[config.mk]
export PLATFORM = sky130hd
export DESIGN_NAME = bram_frame_reader_flat
export DESIGN_NICKNAME = d
export VERILOG_FILES = /design/src/rtl/bram_frame_reader_pkg.sv /design/src/rtl/bram_frame_reader_if.sv /design/src/rtl/bram_frame_reader_obuf.sv /design/src/rtl/bram_frame_reader.sv /design/src/flat_wrapper.sv
export SDC_FILE = /design/constraint.sdc
export NUM_CORES = 1
export LEC_CHECK = 0
export CORE_ASPECT_RATIO = 1.4
export CORE_MARGIN = 5
export CORE_UTILIZATION = 52
export DETAILED_ROUTE_END_ITERATION = 12
export GPL_ROUTABILITY_DRIVEN = 0
export PLACE_DENSITY_LB_ADDON = 0.2
export SYNTH_ARGS = -nofsm -noshare
export SYNTH_HDL_FRONTEND = slang
export SYNTH_SLANG_ARGS = --single-unit
[constraint.sdc]
create_clock -name clk -period 2.7 [get_ports clk]
set_input_delay 0.27 -clock clk [delete_from_list [all_inputs] [get_ports clk]]
set_output_delay 0.27 -clock clk [all_outputs]
set_load 0.02 [all_outputs]
[src/rtl/bram_frame_reader_pkg.sv]
// bram_frame_reader_pkg: shared widths and the pointer type for the frame-buffer read path
package bram_frame_reader_pkg;
   localparam int ADDR_W_DEF     = 7;
   localparam int DATA_W_DEF     = 9;
   localparam int RD_LAT_DEF     = 2;
   localparam int OBUF_DEPTH_DEF = 4;
   localparam int LAST_BIT       = DATA_W_DEF - 1;
   localparam int PTR_W          = ADDR_W_DEF + 1;
   typedef logic [PTR_W-1:0] ptr_t;
endpackage

[src/rtl/bram_frame_reader_if.sv]
// bram_frame_reader_if: valid/ready byte stream toward the TX path
interface bram_frame_reader_if
   import bram_frame_reader_pkg::*;
#(
   parameter int DATA_W = DATA_W_DEF
) ();
   logic [DATA_W-2:0] m_data;
   logic              m_last;
   logic              m_valid;
   logic              m_ready;
   modport master (output m_data, m_last, m_valid, input m_ready);
   modport slave  (input m_data, m_last, m_valid, output m_ready);
endinterface

[src/rtl/bram_frame_reader_obuf.sv]
// bram_frame_reader_obuf: DEPTH-entry synchronous FIFO absorbing returned BRAM words
module bram_frame_reader_obuf #(
   parameter int DEPTH = 4,
   parameter int W     = 9
) (
   input  logic                       clk,
   input  logic                       rst_n,
   input  logic                       clr_i,
   input  logic                       push_i,
   input  logic                       pop_i,
   input  logic [W-1:0]               din_i,
   output logic [W-1:0]               dout_o,
   output logic [$clog2(DEPTH+1)-1:0] occ_o,
   output logic                       nempty_o
);
   localparam int IW = $clog2(DEPTH);
   localparam int CW = $clog2(DEPTH+1);

   logic [W-1:0]  mem_q [DEPTH];
   logic [IW-1:0] wr_q, wr_d, rd_q, rd_d;
   logic [CW-1:0] cnt_q, cnt_d;
   logic          do_pop;

   assign do_pop = pop_i && cnt_q != '0;

   always_comb begin
      wr_d  = clr_i ? '0 : !push_i ? wr_q : (wr_q == IW'(DEPTH-1)) ? '0 : wr_q + 1'b1;
      rd_d  = clr_i ? '0 : !do_pop ? rd_q : (rd_q == IW'(DEPTH-1)) ? '0 : rd_q + 1'b1;
      cnt_d = clr_i ? '0 : cnt_q + CW'(push_i) - CW'(do_pop);
   end

   always_ff @(posedge clk or negedge rst_n) begin
      if (!rst_n) begin
         wr_q  <= '0;
         rd_q  <= '0;
         cnt_q <= '0;
         for (int i = 0; i < DEPTH; i++) mem_q[i] <= '0;
      end else begin
         wr_q  <= wr_d;
         rd_q  <= rd_d;
         cnt_q <= cnt_d;
         if (push_i && !clr_i) mem_q[wr_q] <= din_i;
      end
   end

   assign dout_o   = mem_q[rd_q];
   assign occ_o    = cnt_q;
   assign nempty_o = cnt_q != '0;

   // The parent's credit rule must keep a push from ever landing on a full buffer
   a_no_overflow: assert property (@(posedge clk) disable iff (!rst_n)
      !(push_i && !clr_i && !do_pop && cnt_q == CW'(DEPTH)));
endmodule

[src/rtl/bram_frame_reader.sv]
// bram_frame_reader: BRAM frame-buffer read controller with latency-absorbing output buffer.
// Define BRAM_FRAME_READER_FRAME_CNT_EN to build the completed-frame counter.
module bram_frame_reader
   import bram_frame_reader_pkg::*;
#(
   parameter int ADDR_W     = ADDR_W_DEF,
   parameter int DATA_W     = DATA_W_DEF,
   parameter int RD_LAT     = RD_LAT_DEF,
   parameter int OBUF_DEPTH = OBUF_DEPTH_DEF
) (
   input  logic                clk,
   input  logic                rst_n,
   input  logic [ADDR_W:0]     wr_ptr_i,
   input  logic                clr_i,
   output logic [ADDR_W-1:0]   rd_addr_o,
   input  logic [DATA_W-1:0]   rd_data_i,
   output logic [ADDR_W:0]     rel_ptr_o,
   bram_frame_reader_if.master m_if,
   output logic [15:0]         frame_cnt_o,
   output logic                empty_o
);
   localparam int PW  = ADDR_W + 1;
   localparam int OCW = $clog2(OBUF_DEPTH+1);

   logic [PW-1:0]     rd_ptr_q, rd_ptr_d, rel_ptr_q, rel_ptr_d;
   logic [ADDR_W-1:0] rd_addr_q, rd_addr_d;
   logic [RD_LAT-1:0] pipe_q, pipe_d;
   logic [OCW-1:0]    occ;
   logic [DATA_W-1:0] head;
   logic              issue, push, pop, nempty;

   // Credits cover both buffered words and reads still travelling through the BRAM
   assign issue = (rd_ptr_q != wr_ptr_i) && ($countones(pipe_q) + int'(occ) < OBUF_DEPTH) && !clr_i;
   assign push  = pipe_q[RD_LAT-1] && !clr_i;
   assign pop   = nempty && m_if.m_ready;

   always_comb begin
      rd_ptr_d  = clr_i ? wr_ptr_i : rd_ptr_q + PW'(issue);
      rel_ptr_d = clr_i ? wr_ptr_i : rel_ptr_q + PW'(pop);
      rd_addr_d = issue ? rd_ptr_q[ADDR_W-1:0] : rd_addr_q;
      pipe_d    = clr_i ? '0 : (pipe_q << 1) | RD_LAT'(issue);
   end

   always_ff @(posedge clk or negedge rst_n) begin
      if (!rst_n) begin
         rd_ptr_q  <= '0;
         rel_ptr_q <= '0;
         rd_addr_q <= '0;
         pipe_q    <= '0;
      end else begin
         rd_ptr_q  <= rd_ptr_d;
         rel_ptr_q <= rel_ptr_d;
         rd_addr_q <= rd_addr_d;
         pipe_q    <= pipe_d;
      end
   end

   bram_frame_reader_obuf #(
      .DEPTH (OBUF_DEPTH),
      .W     (DATA_W)
   ) u_obuf (
      .clk      (clk),
      .rst_n    (rst_n),
      .clr_i    (clr_i),
      .push_i   (push),
      .pop_i    (pop),
      .din_i    (rd_data_i),
      .dout_o   (head),
      .occ_o    (occ),
      .nempty_o (nempty)
   );

   assign m_if.m_valid = nempty;
   assign m_if.m_data  = head[DATA_W-2:0];
   assign m_if.m_last  = head[DATA_W-1];
   assign rd_addr_o    = rd_addr_q;
   assign rel_ptr_o    = rel_ptr_q;
   assign empty_o      = (rd_ptr_q == wr_ptr_i) && pipe_q == '0 && !nempty;

`ifdef BRAM_FRAME_READER_FRAME_CNT_EN
   logic [15:0] frame_cnt_q, frame_cnt_d;

   // Survives clr so a flush does not lose the running frame total
   always_comb frame_cnt_d = (pop && m_if.m_last) ? frame_cnt_q + 16'd1 : frame_cnt_q;

   always_ff @(posedge clk or negedge rst_n) begin
      if (!rst_n) frame_cnt_q <= '0;
      else        frame_cnt_q <= frame_cnt_d;
   end

   assign frame_cnt_o = frame_cnt_q;
`else
   assign frame_cnt_o = '0;
`endif
endmodule

[src/flat_wrapper.sv]
// flat-port wrapper written by rule: the top's interface ports become plain ports
module bram_frame_reader_flat import bram_frame_reader_pkg::*;
#(
   parameter int ADDR_W     = ADDR_W_DEF,
   parameter int DATA_W     = DATA_W_DEF,
   parameter int RD_LAT     = RD_LAT_DEF,
   parameter int OBUF_DEPTH = OBUF_DEPTH_DEF
)
  (clk, rst_n, wr_ptr_i, clr_i, rd_addr_o, rd_data_i, rel_ptr_o, frame_cnt_o, empty_o, m_if_m_data, m_if_m_last, m_if_m_valid, m_if_m_ready);
  bram_frame_reader_if #(.DATA_W(DATA_W)) m_if_i ();
  input  logic clk;
  input  logic rst_n;
  input  logic [ADDR_W:0] wr_ptr_i;
  input  logic clr_i;
  output logic [ADDR_W-1:0] rd_addr_o;
  input  logic [DATA_W-1:0] rd_data_i;
  output logic [ADDR_W:0] rel_ptr_o;
  output logic [15:0] frame_cnt_o;
  output logic empty_o;
  output wire logic [$bits(m_if_i.m_data)-1:0] m_if_m_data;
  output wire logic [$bits(m_if_i.m_last)-1:0] m_if_m_last;
  output wire logic [$bits(m_if_i.m_valid)-1:0] m_if_m_valid;
  input wire logic [$bits(m_if_i.m_ready)-1:0] m_if_m_ready;
  assign m_if_m_data = m_if_i.m_data;
  assign m_if_m_last = m_if_i.m_last;
  assign m_if_m_valid = m_if_i.m_valid;
  assign m_if_i.m_ready = m_if_m_ready;
  bram_frame_reader #(.ADDR_W(ADDR_W), .DATA_W(DATA_W), .RD_LAT(RD_LAT), .OBUF_DEPTH(OBUF_DEPTH)) u_core (.clk(clk), .rst_n(rst_n), .wr_ptr_i(wr_ptr_i), .clr_i(clr_i), .rd_addr_o(rd_addr_o), .rd_data_i(rd_data_i), .rel_ptr_o(rel_ptr_o), .m_if(m_if_i), .frame_cnt_o(frame_cnt_o), .empty_o(empty_o));
endmodule
==> results_dict.tcl <==
set metrics [dict create \
    final_common_cell "dfrtp_1" \
    slew_headroom_pct 57.02 \
    crit_chain "xor2_1, nor4_2, and4_2, clkdlybuf4s50_1" \
    rows 34 \
    drtIter0Drc 80 \
    htree_levels 3 \
    hold_violations 0 \
    min_period_ps 2526 \
    die_area_sq_um 8251 \
    slowest_delay_ps 600 \
    drt_first_pass_iters 4 \
    post_drt_wl_per_cell_um 16.18 \
    fillers 508 \
    end_kind "primary output" \
    postCtsSetupBuffers 0 \
    clock_path_buffers 2 \
    cts_inserted_buffers 9 \
    cts.sinks 68 \
    portBuffers 46 \
    design_area_sq_um 4089 \
    tightest_slew_ps 644.6 \
    antenna_cells 0 \
    cts_tree "built" \
    synthCells 258 \
    ys_ff_latch 68 \
    ant_nets 0 \
    slowest_stage "clkdlybuf4s50_1" \
    grt_pass1_wl_um 11100 \
    synth_cell_types 30 \
    setup_viol_count_final 0 \
    place_inst 375 \
    drv_cap 0 \
    holdWs_ps 473.6 \
    path_class "reg -> out" \
    crit_buf_inv 1 \
    timing.fmax_ghz 0.3959 \
    power_density_nw_per_um2 907.9 \
    final_cell_mix "dfrtp_1 (67), mux2_2 (53), clkdlybuf4s50_1 (45)" \
    start_util_pct 53.80 \
    area.growth.synth_to_final_pct 20.72 \
    final_max_slew_viol_count 0 \
    status "completed" \
    vdd_drop_max_mv 0.5084 \
    critPathLaunchType "register" \
    overflow 0 \
    wl_um 6342 \
    crit_required_ps 2430 \
    yosysWarningCount 0 \
    dieWidth_um 78.21 \
    grt_max_degree 43 \
    fin_nets 351 \
    first_global_vias 2270 \
    grt_usage_pct 17.38 \
    avgSynthCellArea_sq_um 13.13 \
    period_share_pct 93.55 \
    dieHeight_um 105.5 \
    grtUsageMet3_pct 4.778 \
    dpl-instance-area_sq_um 3894 \
    yosysSeqAreaShare_pct 50.24 \
    drive_gt1_share_pct 29.69 \
    cp.arrival_ps 2260 \
    met1_usage_pct 21.25 \
    rsz0062_at_grt "no" \
    utilization_pct 64.94 \
    insertion_delay_ps 350 \
    ios 63 \
    cp_top_family "simple AND/OR/NAND/NOR gates" \
    fp.coreArea_sq_um 6296 \
    vias 2057 \
    root_buffer "clkbuf_8" \
    cp_max_fo 5 \
    setup-tns-final_ps 0 \
    layoutNonFillerInstCount 392 \
    antenna_found_initial 0 \
    top_usage_layer "met2" \
    viasPerCell 5.247 \
    path_clk_slew_ps 80 \
    leakagePower_nw 1.879 \
    met2_usage_pct 28.92 \
    drc_errors 0 \
    worst_clock_skew_ps 11.33 \
    hpwl_um 4600 \
    hold_class "in -> async" \
    netlist_area_sq_um 3387 \
]
worst paths after layout:
| kind | start | endpoint | slack [ps] | cells after the start |
|---|---|---|---|---|
| max | u_core.rd_ptr_q[5] | empty_o | 170 | 4 |
| min | rst_n | u_core.u_obuf.mem_q[19] | 470 | 2 |
| max reg2reg | u_core.u_obuf.occ_o[1] | u_core.u_obuf.occ_o[2] | 420 | 11 |
| min reg2reg | u_core.u_obuf.mem_q[9] | u_core.u_obuf.mem_q[9] | 500 | 1 |
| max in group asynchronous | rst_n | u_core.u_obuf.rd_q[0] | 1570 | 3 |
| min in group clk | u_core.u_obuf.mem_q[9] | u_core.u_obuf.mem_q[9] | 500 | 1 |
power by group:
part | switching [mW] | leakage (nW) | internal, mW | total, mW
sequential | 0.220 | 0.858 | 1.30 | 1.52
clock | 0.416 | 0.0893 | 0.364 | 0.780
combinational | 0.622 | 0.931 | 0.788 | 1.41
area by class of cell:
cell class / count / area (sq um) / share of cell area (%)
Multi-Input combinational cell: 170 / 1540 / 37.67
Clock buffer: 10 / 137.6 / 3.366
Clock inverter: 6 / 46.29 / 1.132
Timing Repair Buffer: 53 / 523.0 / 12.79
Tap cell: 72 / 90.09 / 2.203
Inverter: 13 / 48.80 / 1.193
Sequential cell: 68 / 1703 / 41.65
registers in the layout, indices dropped and copies added (netlist names):
signal / count
u_core.u_obuf.mem_q: 36
u_core.u_obuf.rd_q: 2
u_core.rd_ptr_q: 8
u_core.u_obuf.wr_q: 2
u_core.u_obuf.occ_o: 3
u_core.rel_ptr_o: 8
u_core.rd_addr_o: 7
u_core.pipe_q: 2
cell usage after synthesis:
| cell type | instances | share of area [%] |
|---|---|---|
| nand2_2 | 4 | 0.74 |
| mux2i_1 | 1 | 0.30 |
| conb_1 | 1 | 0.11 |
| nor2_1 | 12 | 1.3 |
| mux2_2 | 53 | 18 |
| xor2_1 | 14 | 3.6 |
| fa_1 | 1 | 0.59 |
| a21oi_2 | 1 | 0.26 |
| buf_6 | 1 | 0.33 |
| or3_1 | 1 | 0.18 |
| inv_1 | 13 | 1.4 |
| xnor2_1 | 7 | 1.8 |
| nor4_2 | 2 | 0.74 |
| and3_2 | 1 | 0.22 |
| o21ai_0 | 4 | 0.59 |
| buf_2 | 2 | 0.30 |
| nand4_1 | 1 | 0.18 |
| ha_1 | 14 | 5.2 |
| a21oi_1 | 5 | 0.74 |
| clkbuf_1 | 3 | 0.33 |
| nand3_1 | 8 | 1.2 |
| and4_2 | 1 | 0.30 |
| buf_4 | 16 | 3.5 |
| nand2_1 | 7 | 0.78 |
| and3_1 | 2 | 0.37 |
| mux4_2 | 9 | 6.0 |
| nor3_1 | 3 | 0.44 |
| dfrtp_1 | 68 | 50 |
| a31oi_1 | 1 | 0.18 |
| nor2b_1 | 2 | 0.37 |
stage by stage:
| step | total power [mW] | setup WS [ps] |
|---|---|---|
| 3_5_place_dp | 2.975 | 223.1 |
| 4_1_cts | 3.763 | 79.63 |
| 5_1_grt | 3.963 | 25.33 |
| 3_3_place_gp | 2.942 | 255.7 |
| 6_report | 3.712 | 174.3 |
| 2_1_floorplan | 2.412 | 456.8 |
kinds of logic (layout without fill, tap and decap cells):
family | count (synthesis) | in the layout | share of synthesized area [%]
adder cells (fa/ha/maj) | 15 | 15 | 5.763
flip-flops | 68 | 68 | 50.24
XOR/XNOR | 21 | 21 | 5.430
AND/OR/NAND/NOR | 44 | 44 | 6.834
multiplexers | 63 | 63 | 23.90
buffers and inverters | 35 | 82 | 5.948
other | 1 | 16 | 0.1107
AO/OA/AOI/OAI | 11 | 11 | 1.773
what timing repair did:
action / in CTS / in global routing
hold buffers: 1 / 0
gates resized for setup: 0 / 1
setup endpoints to repair: 0 / 2
endpoints found under the hold margin: 26 / 0
per-layer routing:
| layer | share of wire, % | up-vias |
|---|---|---|
| met5 | 0 | - |
| met4 | 1.6 | 0 |
| met3 | 3.1 | 12 |
| met2 | 54 | 37 |
| met1 | 41 | 1030 |
| li1 | - | 978 |
Power figures use the tool's default switching activity.
